`config.mk`:
```
export PLATFORM = sky130hd
export DESIGN_NAME = button_debounce
export DESIGN_NICKNAME = d
export VERILOG_FILES = /design/src/rtl/button_debounce.sv
export SDC_FILE = /design/constraint.sdc
export NUM_CORES = 1
export LEC_CHECK = 0
export CORE_ASPECT_RATIO = 0.5
export CORE_MARGIN = 5
export CORE_UTILIZATION = 62
export DETAILED_ROUTE_END_ITERATION = 12
export PLACE_DENSITY = 0.78
export SLEW_MARGIN = 20
export SYNTH_ARGS = -nofsm -noshare
export SYNTH_HDL_FRONTEND = slang
export SYNTH_SLANG_ARGS = --single-unit
```
`constraint.sdc`:
```
create_clock -name clock -period 2.9 [get_ports clock]
set_input_delay 0.58 -clock clock [delete_from_list [all_inputs] [get_ports clock]]
set_output_delay 0.58 -clock clock [all_outputs]
set_load 0.005 [all_outputs]
```
`src/rtl/button_debounce.sv`:
```
// Four-button debouncer with single-press arbitration and lockout on multi-press.
// Optional auto-repeat while a press is held: define BUTTON_AUTOREPEAT_EN.
module button_debounce #(
    parameter int DEBOUNCE_CYCLES = 250000,
    parameter int HOLD_CYCLES     = 25000000,
    parameter int REPEAT_CYCLES   = 5000000
) (
    input  logic       clock,
    input  logic       reset,
    input  logic [3:0] btn_raw,
    output logic [3:0] button,
    output logic       press
);
    localparam int            DW       = (DEBOUNCE_CYCLES > 1) ? $clog2(DEBOUNCE_CYCLES) : 1;
    localparam logic [DW-1:0] DB_LAST  = DW'(DEBOUNCE_CYCLES - 1);
    localparam logic [3:0]    RELEASED = 4'b1111;

    typedef enum logic [1:0] {IDLE, PRESSED, LOCKOUT} state_t;

    logic [3:0]    s1, s2, stable;
    logic [DW-1:0] db_cnt [4];
    state_t        state;
    logic [3:0]    pattern;

`ifdef BUTTON_AUTOREPEAT_EN
    localparam int            HW        = (HOLD_CYCLES > 1) ? $clog2(HOLD_CYCLES) : 1;
    localparam int            RW        = (REPEAT_CYCLES > 1) ? $clog2(REPEAT_CYCLES) : 1;
    localparam logic [HW-1:0] HOLD_LAST = HW'(HOLD_CYCLES - 1);
    localparam logic [RW-1:0] REP_LAST  = RW'(REPEAT_CYCLES - 1);

    logic [HW-1:0] hold_cnt;
    logic [RW-1:0] rep_cnt;
    logic          repeating;
`else
    // Hold and repeat timing only matter when auto-repeat is built.
    logic unused_cfg;
    assign unused_cfg = (HOLD_CYCLES > 0) && (REPEAT_CYCLES > 0);
`endif

    always_ff @(posedge clock) begin
        if (reset) begin
            s1 <= RELEASED;
            s2 <= RELEASED;
        end else begin
            s1 <= btn_raw;
            s2 <= s1;
        end
    end

    // NOTE: db_cnt is a small flop array, not a RAM, so it is cleared with the rest of reset.
    always_ff @(posedge clock) begin
        if (reset) begin
            stable <= RELEASED;
            for (int i = 0; i < 4; i++) db_cnt[i] <= '0;
        end else begin
            for (int i = 0; i < 4; i++) begin
                if (s2[i] == stable[i]) begin
                    db_cnt[i] <= '0;
                end else if (db_cnt[i] >= DB_LAST) begin
                    stable[i] <= s2[i];
                    db_cnt[i] <= '0;
                end else begin
                    db_cnt[i] <= db_cnt[i] + 1'b1;
                end
            end
        end
    end

    always_ff @(posedge clock) begin
        if (reset) begin
            state   <= IDLE;
            pattern <= RELEASED;
            button  <= RELEASED;
            press   <= 1'b0;
`ifdef BUTTON_AUTOREPEAT_EN
            hold_cnt  <= '0;
            rep_cnt   <= '0;
            repeating <= 1'b0;
`endif
        end else begin
            // NOTE: press defaults low every cycle; a later non-blocking write in this block wins.
            press <= 1'b0;
            case (state)
                IDLE: begin
                    button <= RELEASED;
                    if ($countones(~stable) == 1) begin
                        state   <= PRESSED;
                        pattern <= stable;
                        button  <= stable;
                        press   <= 1'b1;
                    end else if (stable != RELEASED) begin
                        state <= LOCKOUT;
                    end
                end
                PRESSED: begin
                    if (stable != pattern) begin
                        state  <= (stable == RELEASED) ? IDLE : LOCKOUT;
                        button <= RELEASED;
                    end
`ifdef BUTTON_AUTOREPEAT_EN
                    else if (!repeating) begin
                        if (hold_cnt >= HOLD_LAST) begin
                            repeating <= 1'b1;
                            rep_cnt   <= '0;
                            button    <= RELEASED;
                        end else begin
                            hold_cnt <= hold_cnt + 1'b1;
                        end
                    end else if (button == RELEASED) begin
                        // End of the one-cycle release gap: re-issue the press.
                        button  <= pattern;
                        press   <= 1'b1;
                        rep_cnt <= rep_cnt + 1'b1;
                    end else if (rep_cnt >= REP_LAST) begin
                        button  <= RELEASED;
                        rep_cnt <= '0;
                    end else begin
                        rep_cnt <= rep_cnt + 1'b1;
                    end
`endif
                end
                LOCKOUT: begin
                    button <= RELEASED;
                    if (stable == RELEASED) state <= IDLE;
                end
                default: begin
                    state  <= IDLE;
                    button <= RELEASED;
                end
            endcase
`ifdef BUTTON_AUTOREPEAT_EN
            // Hold timing restarts on every entry to PRESSED.
            if (state != PRESSED || stable != pattern) begin
                hold_cnt  <= '0;
                rep_cnt   <= '0;
                repeating <= 1'b0;
            end
`endif
        end
    end
endmodule

```
==> results of run 1 <==
through the flow:
step	worst slack (ns)	hold slack, ns	instances	util [%]	instance area, sq um
2_1_floorplan	0.633	0.389	536	-	5210
3_3_place_gp	0.466	0.391	648	68.8	5430
3_5_place_dp	0.409	0.392	648	68.8	5430
4_1_cts	0.403	0.407	664	72.5	5710
5_1_grt	0.120	0.422	664	72.5	5710
6_report	0.393	0.407	664	72.5	5710
where the power goes:
group	switching, W	internal, W
registers	0.0000544	0.00151
logic	0.0000655	0.0000485
clock network	0.000473	0.000657
total	0.000593	0.00222
cell usage in the layout, fill, tap and decap left out, types with 5 or more instances in the layout:
cell,Yosys,routed
a211oi_1,14,14
and3_1,8,8
buf_4,0,5
clkbuf_16,0,10
clkdlybuf4s50_1,0,10
conb_1,1,72
dfxtp_1,23,23
edfxtp_1,72,72
ha_1,7,7
inv_1,14,14
nand2_1,24,24
nand3_1,21,21
nand4_1,12,12
nor2_1,29,29
nor3_1,71,71
nor4_1,7,7
o21ai_0,17,17
o41ai_1,5,5
or2_2,9,9
or3_1,8,8
or4_1,5,5
xnor2_1,36,36
xor2_1,18,18
layout make-up:
type                    count  area [sq um]
clock buffers              14           275
clock inverters             2          11.3
fillers                   616          2170
inverters                  14          52.6
multi-input cells         412          2470
flip-flops and latches     95          2620
well taps                 112           140
repair buffers             15           138
cell families (layout without fill, tap and decap cells):
kind of cell	Yosys count	in the layout
and+or+nand+nor	220	220
DFF	95	95
AOI/OAI and AO/OA	54	54
xor gates and xnor gates	54	54
buffers and inverters	29	45
adders and majority gates	8	8
muxes	4	4
other	1	72
sequential cells by signal, indices dropped and copies added, names as in the netlist:
| signal | cells |
|---|---|
| state | 2 |
| pattern | 4 |
| press | 1 |
| s2 | 4 |
| button | 4 |
| db_cnt | 72 |
| stable | 4 |
| s1 | 4 |
per-layer routing:
layer  vias to the layer above  GRT usage (%)  wire length, um
met2                        46           32.3             4070
li1                       1858              -                -
met1                      1714           25.1             4260
met5                         -              0                0
met4                         0           6.37               82
met3                         8           4.68              288
path summary, 6_finish.rpt:
path / cells after the start / start / endpoint
worst max-delay path: 8 / stable[0] / button[2]
worst min register to register: 1 / s1[1] / s2[1]
worst max register to register: 8 / stable[0] / button[2]
worst min-delay path: 1 / s1[1] / s2[1]
==> results.json, run 1 <==
{
  "synth_cell_types": 50,
  "synth_xor_area_share_pct": 9.57,
  "cp_data_required_time_ns": 3.10,
  "synth_commonest_cells": "edfxtp_1 (72), nor3_1 (71), xnor2_1 (36), nor2_1 (29), nand2_1 (24)",
  "n_antenna_cell": 0,
  "synth_edf_count": 72,
  "post_cts.repair.setup_buffers": 0,
  "status": "completed",
  "start_util_pct": 62.7,
  "leakagePower_nw": 1.92,
  "path_buf_inv": 1,
  "r2r_slack_ns": 0.39,
  "synthFlopType": "edfxtp_1",
  "fin_crit_sh_pct": 86.5,
  "grt_max_degree": 20,
  "layout-drive-gt1-share_pct": 7.07,
  "fmax_mhz": 399,
  "gp_congestion": 0.763,
  "p_total_w": 0.00281,
  "path_max_fanout": 6,
  "path_cells": "fa_1 > inv_1 > ha_1 > ha_1 > nor4b_1 > nand2b_1 > nor2_1 > o21ai_0",
  "drt_wl_total_um": 8700,
  "syn2layout_area_growth_pct": 15.6,
  "route.detailed.drc": 0,
  "overflow": 0,
  "powerDensity_nw_per_um2": 492,
  "cpMaxStageDelayCell": "fa_1",
  "rows": 23,
  "synth_area_leaders": "edfxtp_1 (44%), dfxtp_1 (9.3%), nor3_1 (7.2%)",
  "synth_area_per_cell_sq_um": 10.6,
  "ys_seq_area_share_pct": 53.1,
  "rsz0062_at_grt": "no",
  "insertion_delay_ns": 0.34,
  "drtIter0Drc": 291,
  "ctsHoldBuffers": 0,
  "finClkSkew_ns": 0.00694,
  "io_pins": 11,
  "end_kind": "flop",
  "cpMostUsedCell": "ha_1",
  "nNetsFinal": 561,
  "synth_mux_area_share_pct": 0.810,
  "synth_fa_ha_area_share_pct": 2.18,
  "grt_pass1_vias": 3494,
  "cts_htree_levels": 3,
  "drv_cap": 0,
  "die_area_sq_um": 9970,
  "final_antenna_net_count": 0,
  "peakVddDrop_mv": 0.304,
  "grt_pass1_wl_um": 15400,
  "cp_top_family": "adder cells",
  "syn_area_sq_um": 4940,
  "wl_per_cell_um": 13.1,
  "yosys_warnings": 0,
  "dpl.hpwl_um": 6100,
  "start_kind": "flop",
  "max-slew-margin-rel_pct": 36.0,
  "worstPathArrival_ns": 2.71,
  "critical_path_class": "reg -> reg",
  "synth.top_cell.area_share_pct": 43.7,
  "via_count": 3626,
  "grt_antenna_before_repair": 0,
  "viasPerCell": 5.46,
  "die_y_um": 73.1,
  "yosys.area.top_type": "edfxtp_1",
  "async_reset_ff_share_pct": 0,
  "cts_tree": "done",
  "synthCells": 465,
  "cts-resized-gates": 0,
  "final_max_slew_viol_count": 0,
  "cts_buffers": 9,
  "finalSetupTns_ns": 0,
  "tightest_slew_ns": 0.957,
  "cts.sinks": 95,
  "grt_use_total_pct": 19.3,
  "core-area_sq_um": 7890,
  "ys_seq_elements": 95,
  "cts-root-buf": "clkbuf_16",
  "cpPeakStageDelay_ns": 0.55,
  "firstDrtPassIters": 5,
  "clockBufferDepth": 2,
  "period_needed_ns": 2.51,
  "setup_viol": 0,
  "dieWidth_um": 136,
  "yosys.area_share.simple_pct": 24.4,
  "yosysMostFrequentCell": "edfxtp_1",
  "synth_top_family_by_area": "simple AND/OR/NAND/NOR gates",
  "hp-class": "reg -> reg",
  "synth_compound_gate_area_share_pct": 7.59,
  "hold_viol_final": 0,
  "port_buffers": 10,
  "cts.reportedPaths.clkPinSlew_ns": 0.06
}
(Power assumes the default switching activity.)
==> run 2, diff against run 1 <==
ABC_AREA = 1   (was unset)
PLACE_DENSITY = 0.77   (was 0.78)
==> results.json, run 2 <==
{
  "status": "completed",
  "insertion_delay_ns": 0.34,
  "path_buf_inv": 1,
  "highest_layer": "met4",
  "finalSetupTns_ns": 0,
  "die_y_um": 75.3,
  "critical_path_class": "reg -> reg",
  "hp-class": "reg -> reg",
  "ys_seq_elements": 95,
  "grt_antenna_before_repair": 0,
  "synth_cell_types": 33,
  "finClkSkew_ns": 0.00618,
  "leakagePower_nw": 2.49,
  "final_area_sq_um": 6060,
  "holdWs_ns": 0.412,
  "largest_reg_flops": 72,
  "ctsHoldBuffers": 0,
  "drt_wl_total_um": 9020,
  "met3WireLength_um": 280,
  "drv_cap": 0,
  "core-area_sq_um": 8140,
  "n_antenna_cell": 0,
  "peakVddDrop_mv": 0.338,
  "drtIter0Drc": 182,
  "route.detailed.drc": 0,
  "fmax_mhz": 409,
  "synth.top_cell.area_share_pct": 40.9,
  "r2r_start": "stable[0]",
  "syn_area_sq_um": 5280,
  "yosys_warnings": 0,
  "grt_max_degree": 19,
  "cts.reportedPaths.clkPinSlew_ns": 0.06,
  "cp_top_family": "adder cells",
  "via_count": 3937,
  "cts-resized-gates": 0,
  "die_area_sq_um": 10600,
  "setup_viol": 0,
  "nNetsFinal": 725,
  "cts_tree": "done",
  "dieWidth_um": 141,
  "crit_start": "stable[0]",
  "start_kind": "flop",
  "powerDensity_nw_per_um2": 490,
  "cpPeakStageDelay_ns": 0.56,
  "syn2layout_area_growth_pct": 14.7,
  "layout-drive-gt1-share_pct": 6.84,
  "wl_per_cell_um": 10.9,
  "synth_area_per_cell_sq_um": 8.47,
  "cpMostUsedCell": "ha_1",
  "fin_crit_sh_pct": 84.4,
  "cpMaxStageDelayCell": "fa_1",
  "overflow": 0,
  "firstDrtPassIters": 5,
  "m1WireLength_um": 4560,
  "synthCells": 624,
  "path_cells": "fa_1 > inv_1 > ha_1 > ha_1 > nor2_1 > nand3_1 > or2_2 > o21ai_0 > nand2_1",
  "ys_seq_area_share_pct": 49.6,
  "yosysMostFrequentCell": "nor2_1",
  "grt_pass1_wl_um": 15700,
  "grt_use_total_pct": 18.7,
  "end_kind": "flop",
  "dpl.hpwl_um": 6740,
  "synth_area_leaders": "edfxtp_1 (41%), nor2_1 (9.9%), nand2_1 (8.9%)",
  "cp_data_required_time_ns": 3.13,
  "io_pins": 11,
  "post_cts.repair.setup_buffers": 0,
  "grt_pass1_vias": 3564,
  "gp_congestion": 0.887,
  "cts_htree_levels": 3,
  "port_buffers": 10,
  "async_reset_ff_share_pct": 0,
  "period_needed_ns": 2.45,
  "synthFlopType": "edfxtp_1",
  "rsz0062_at_grt": "no",
  "worstPathArrival_ns": 2.68,
  "synth_edf_count": 72,
  "cts.sinks": 95,
  "largest_register": "db_cnt",
  "path_max_fanout": 9,
  "cts_buffers": 9,
  "final_max_slew_viol_count": 0,
  "rows": 23,
  "most-common-layout-cells": "nor2_1 (139), nand2_1 (125), edfxtp_1 (72), conb_1 (72), inv_1 (66)",
  "start_util_pct": 64.9,
  "hp-start": "s1[0]",
  "final_common_cell": "nor2_1",
  "viasPerCell": 4.75,
  "synth_commonest_cells": "nor2_1 (139), nand2_1 (125), edfxtp_1 (72), inv_1 (66), nand3_1 (49)",
  "cts-root-buf": "clkbuf_16",
  "hold_viol_final": 0,
  "fin_cells": 828,
  "yosys.area.top_type": "edfxtp_1",
  "wl_met2_um": 4080,
  "clockBufferDepth": 2,
  "final_antenna_net_count": 0,
  "placed_cells": 812,
  "placed_area_sq_um": 5750
}
run 2: changes by cell type after synthesis, sizes merged, moves of 9 or more:
| cell | delta |
|---|---|
| inv | +52 |
| xnor2 | -20 |
| nand3 | +31 |
| a211oi | -14 |
| xor2 | +20 |
| nor3 | -64 |
| nand2 | +103 |
| and3 | -9 |
| nor2 | +126 |
| nor4 | -9 |
run 2: path summary, 6_finish.rpt:
check,to,slack (ns),depth (start not counted)
min,s2[0],0.41,1
max,pattern[3],0.45,9
max reg2reg,pattern[3],0.45,9
min reg2reg,s2[0],0.41,1
run 2: per-stage QoR:
| step | util (%) | worst slack, ns | power (W) |
|---|---|---|---|
| finish | 74.4 | 0.454 | 0.00297 |
| global route | 74.4 | 0.310 | 0.00308 |
| CTS | 74.4 | 0.452 | 0.00299 |
| detailed placement | 70.6 | 0.490 | 0.00174 |
| global placement | 70.6 | 0.552 | 0.00174 |
| floorplan | - | 0.662 | 0.00170 |
run 2: cell type report:
class	instances	area [sq um]
fillers	635	2080
multi-input cells	527	2620
flip-flops and latches	95	2620
clock inverters	6	85.1
inverters	66	248
repair buffers	12	115
clock buffers	10	229
well taps	112	140
run 2: power breakdown:
group          switching (W)  leakage [nW]  total, W  internal [W]
combinational      0.0000976          1.41  0.000157     0.0000593
clock               0.000496         0.150   0.00125      0.000753
sequential         0.0000483         0.930   0.00156       0.00151
run 2: cells by family after synthesis:
group,Yosys count,synth area share [%]
flops,95,49.6
simple gates,362,30.1
compound gates,31,3.46
buf+inv,73,5.78
other cells,1,0.0710
fa+ha+maj,8,2.04
xor+xnor,54,8.95
run 2: metal layers:
metal / global-route usage [%] / up-vias
met1: 24.7 / 1783
met5: 0 / -
met2: 31.3 / 37
met3: 5.33 / 9
li1: - / 2108
met4: 4.51 / 0
run 2: worst reg2reg max path: cells and delay by family (launching register included):
| family | cells | cell delay (ns) |
|---|---|---|
| AOI/OAI and AO/OA | 1 | 0.08 |
| DFF | 1 | 0.38 |
| and+or+nand+nor | 4 | 0.85 |
| buffers and inverters | 1 | 0.04 |
| adders and majority gates | 3 | 0.98 |
==> run 3, diff against run 2 <==
CORE_UTILIZATION = 56   (was 62)
PLACE_DENSITY = 0.74   (was 0.77)
clock period = 2.25 ns   (was 2.9 ns; I/O delays follow)
==> results.json, run 3 (synthesized netlist as in run 2, its figures left out) <==
{
  "worstPathArrival_ns": 2.35,
  "path_cells": "fa_1 > inv_1 > ha_1 > ha_1 > nor2_2 > nand3_2 > or2_2 > nand2_1 > nand3_1",
  "io_pins": 11,
  "dieWidth_um": 147,
  "powerDensity_nw_per_um2": 603,
  "grt_use_total_pct": 17.4,
  "start_util_pct": 56.7,
  "critical_path_class": "reg -> reg",
  "final_antenna_net_count": 0,
  "dpl.hpwl_um": 6770,
  "r2r_start": "stable[0]",
  "drt_wl_total_um": 9070,
  "cp_data_required_time_ns": 2.47,
  "largest_register": "db_cnt",
  "status": "completed",
  "cts.reportedPaths.clkPinSlew_ns": 0.06,
  "placed_cells": 826,
  "post_cts.repair.setup_buffers": 0,
  "wl_met2_um": 4270,
  "cpMostUsedCell": "ha_1",
  "p_clk_share_pct": 39.5,
  "comb_power_share_pct": 5.5,
  "start_kind": "flop",
  "m1WireLength_um": 4380,
  "cp_top_family": "adder cells",
  "internal_power_w": 0.00284,
  "drv_cap": 0,
  "fin_crit_sh_pct": 94.4,
  "die_area_sq_um": 11600,
  "period_needed_ns": 2.12,
  "cts-root-buf": "clkbuf_16",
  "highest_layer": "met4",
  "end_kind": "flop",
  "ctsHoldBuffers": 0,
  "setup_viol": 0,
  "hp-start": "s1[2]",
  "hp-class": "reg -> reg",
  "r2r_cells": 9,
  "cts_buffers": 9,
  "whs_endpoint": "s2[2]",
  "finClkSkew_ns": 0.00629,
  "fin_cells": 842,
  "clockBufferDepth": 2,
  "p_total_w": 0.00367,
  "gp_congestion": 0.857,
  "path_max_fanout": 3,
  "pwr-share-seq_pct": 54.9,
  "insertion_delay_ns": 0.34,
  "p_switching_w": 0.000829,
  "peakVddDrop_mv": 0.407,
  "rows": 25,
  "n_antenna_cell": 0,
  "viasPerCell": 4.77,
  "most-common-layout-cells": "nor2_1 (138), nand2_1 (125), edfxtp_1 (72), conb_1 (72), inv_1 (66)",
  "path_buf_inv": 1,
  "grt_antenna_before_repair": 0,
  "dpl_worst_slack_ns": 0.102,
  "layout-drive-gt1-share_pct": 8.04,
  "p_sw_share_pct": 22.6,
  "wl_per_cell_um": 10.8,
  "hold_depth": 1,
  "largest_reg_flops": 72,
  "hold_viol_final": 0,
  "setup_slack_ns": 0.126,
  "final_max_slew_viol_count": 0,
  "fmax_mhz": 471,
  "cts_htree_levels": 3,
  "grt_max_degree": 19,
  "route.detailed.drc": 0,
  "grt_pass1_vias": 3827,
  "core-area_sq_um": 9320,
  "drtIter0Drc": 245,
  "met3WireLength_um": 343,
  "syn2layout_area_growth_pct": 15.2,
  "overflow": 0,
  "port_buffers": 10,
  "leakagePower_nw": 2.51,
  "nNetsFinal": 730,
  "firstDrtPassIters": 5,
  "cpMaxStageDelayCell": "fa_1",
  "grt_pass1_wl_um": 16500,
  "cpPeakStageDelay_ns": 0.53,
  "r2r_end": "button[3]",
  "via_count": 4019,
  "r2r_slack_ns": 0.13,
  "cts.sinks": 95,
  "final_common_cell": "nor2_1",
  "cts_tree": "done",
  "cts-resized-gates": 0,
  "die_y_um": 78.7
}
run 3: cell types whose count changed in the layout (fill, tap and decap cells not counted), moves of 2 or more:
cell       before  now
clkbuf_8        0    2
buf_4           2    7
o21ai_1         0    2
bufinv_16       2    0
o21ai_0        13   11
inv_4           0    3
run 3: worst max-delay path by stage:
stage / slack [ns] / depth (start not counted) / to / startpoint
after floorplan: 0.01 / 9 / button[3] / stable[0]
after global placement: 0.15 / 9 / button[3] / stable[0]
after detailed placement: 0.10 / 9 / button[2] / stable[0]
after CTS: 0.09 / 9 / button[2] / stable[0]
after global routing: -0.0003 / 9 / pattern[3] / stable[0]
final: 0.13 / 9 / button[3] / stable[0]
run 3: layer usage:
layer,global-route usage [%],vias to the layer above
li1,-,2119
met2,29.4,57
met4,4.83,0
met5,0,-
met1,22.1,1833
met3,4.67,10
run 3: cell type report:
type	count	area, sq um
fill	785	3240
multi-input combinational	527	2630
sequential	95	2620
clock buffer	11	253
inverter	66	248
timing repair buffer	17	153
tap	121	151
clock inverter	5	28.8
run 3: stage by stage:
step           utilization (%)  hold slack [ns]  setup TNS, ns  instance area, sq um
3_5_place_dp              62.2            0.397              0                  5800
4_1_cts                   65.2            0.416              0                  6080
3_3_place_gp              62.2            0.393              0                  5800
6_report                  65.3            0.411              0                  6080
5_1_grt                   65.3            0.433      -0.000342                  6080
2_1_floorplan                -            0.389              0                  5550
run 3: power by group through the flow:
stage	clock network, W	registers (W)	logic, W
4_1_cts	0.00149	0.00201	0.000200
3_5_place_dp	0	0.00205	0.000198
5_1_grt	0.00159	0.00202	0.000237
2_1_floorplan	0	0.00203	0.000161
3_3_place_gp	0	0.00205	0.000196
6_report	0.00145	0.00201	0.000203
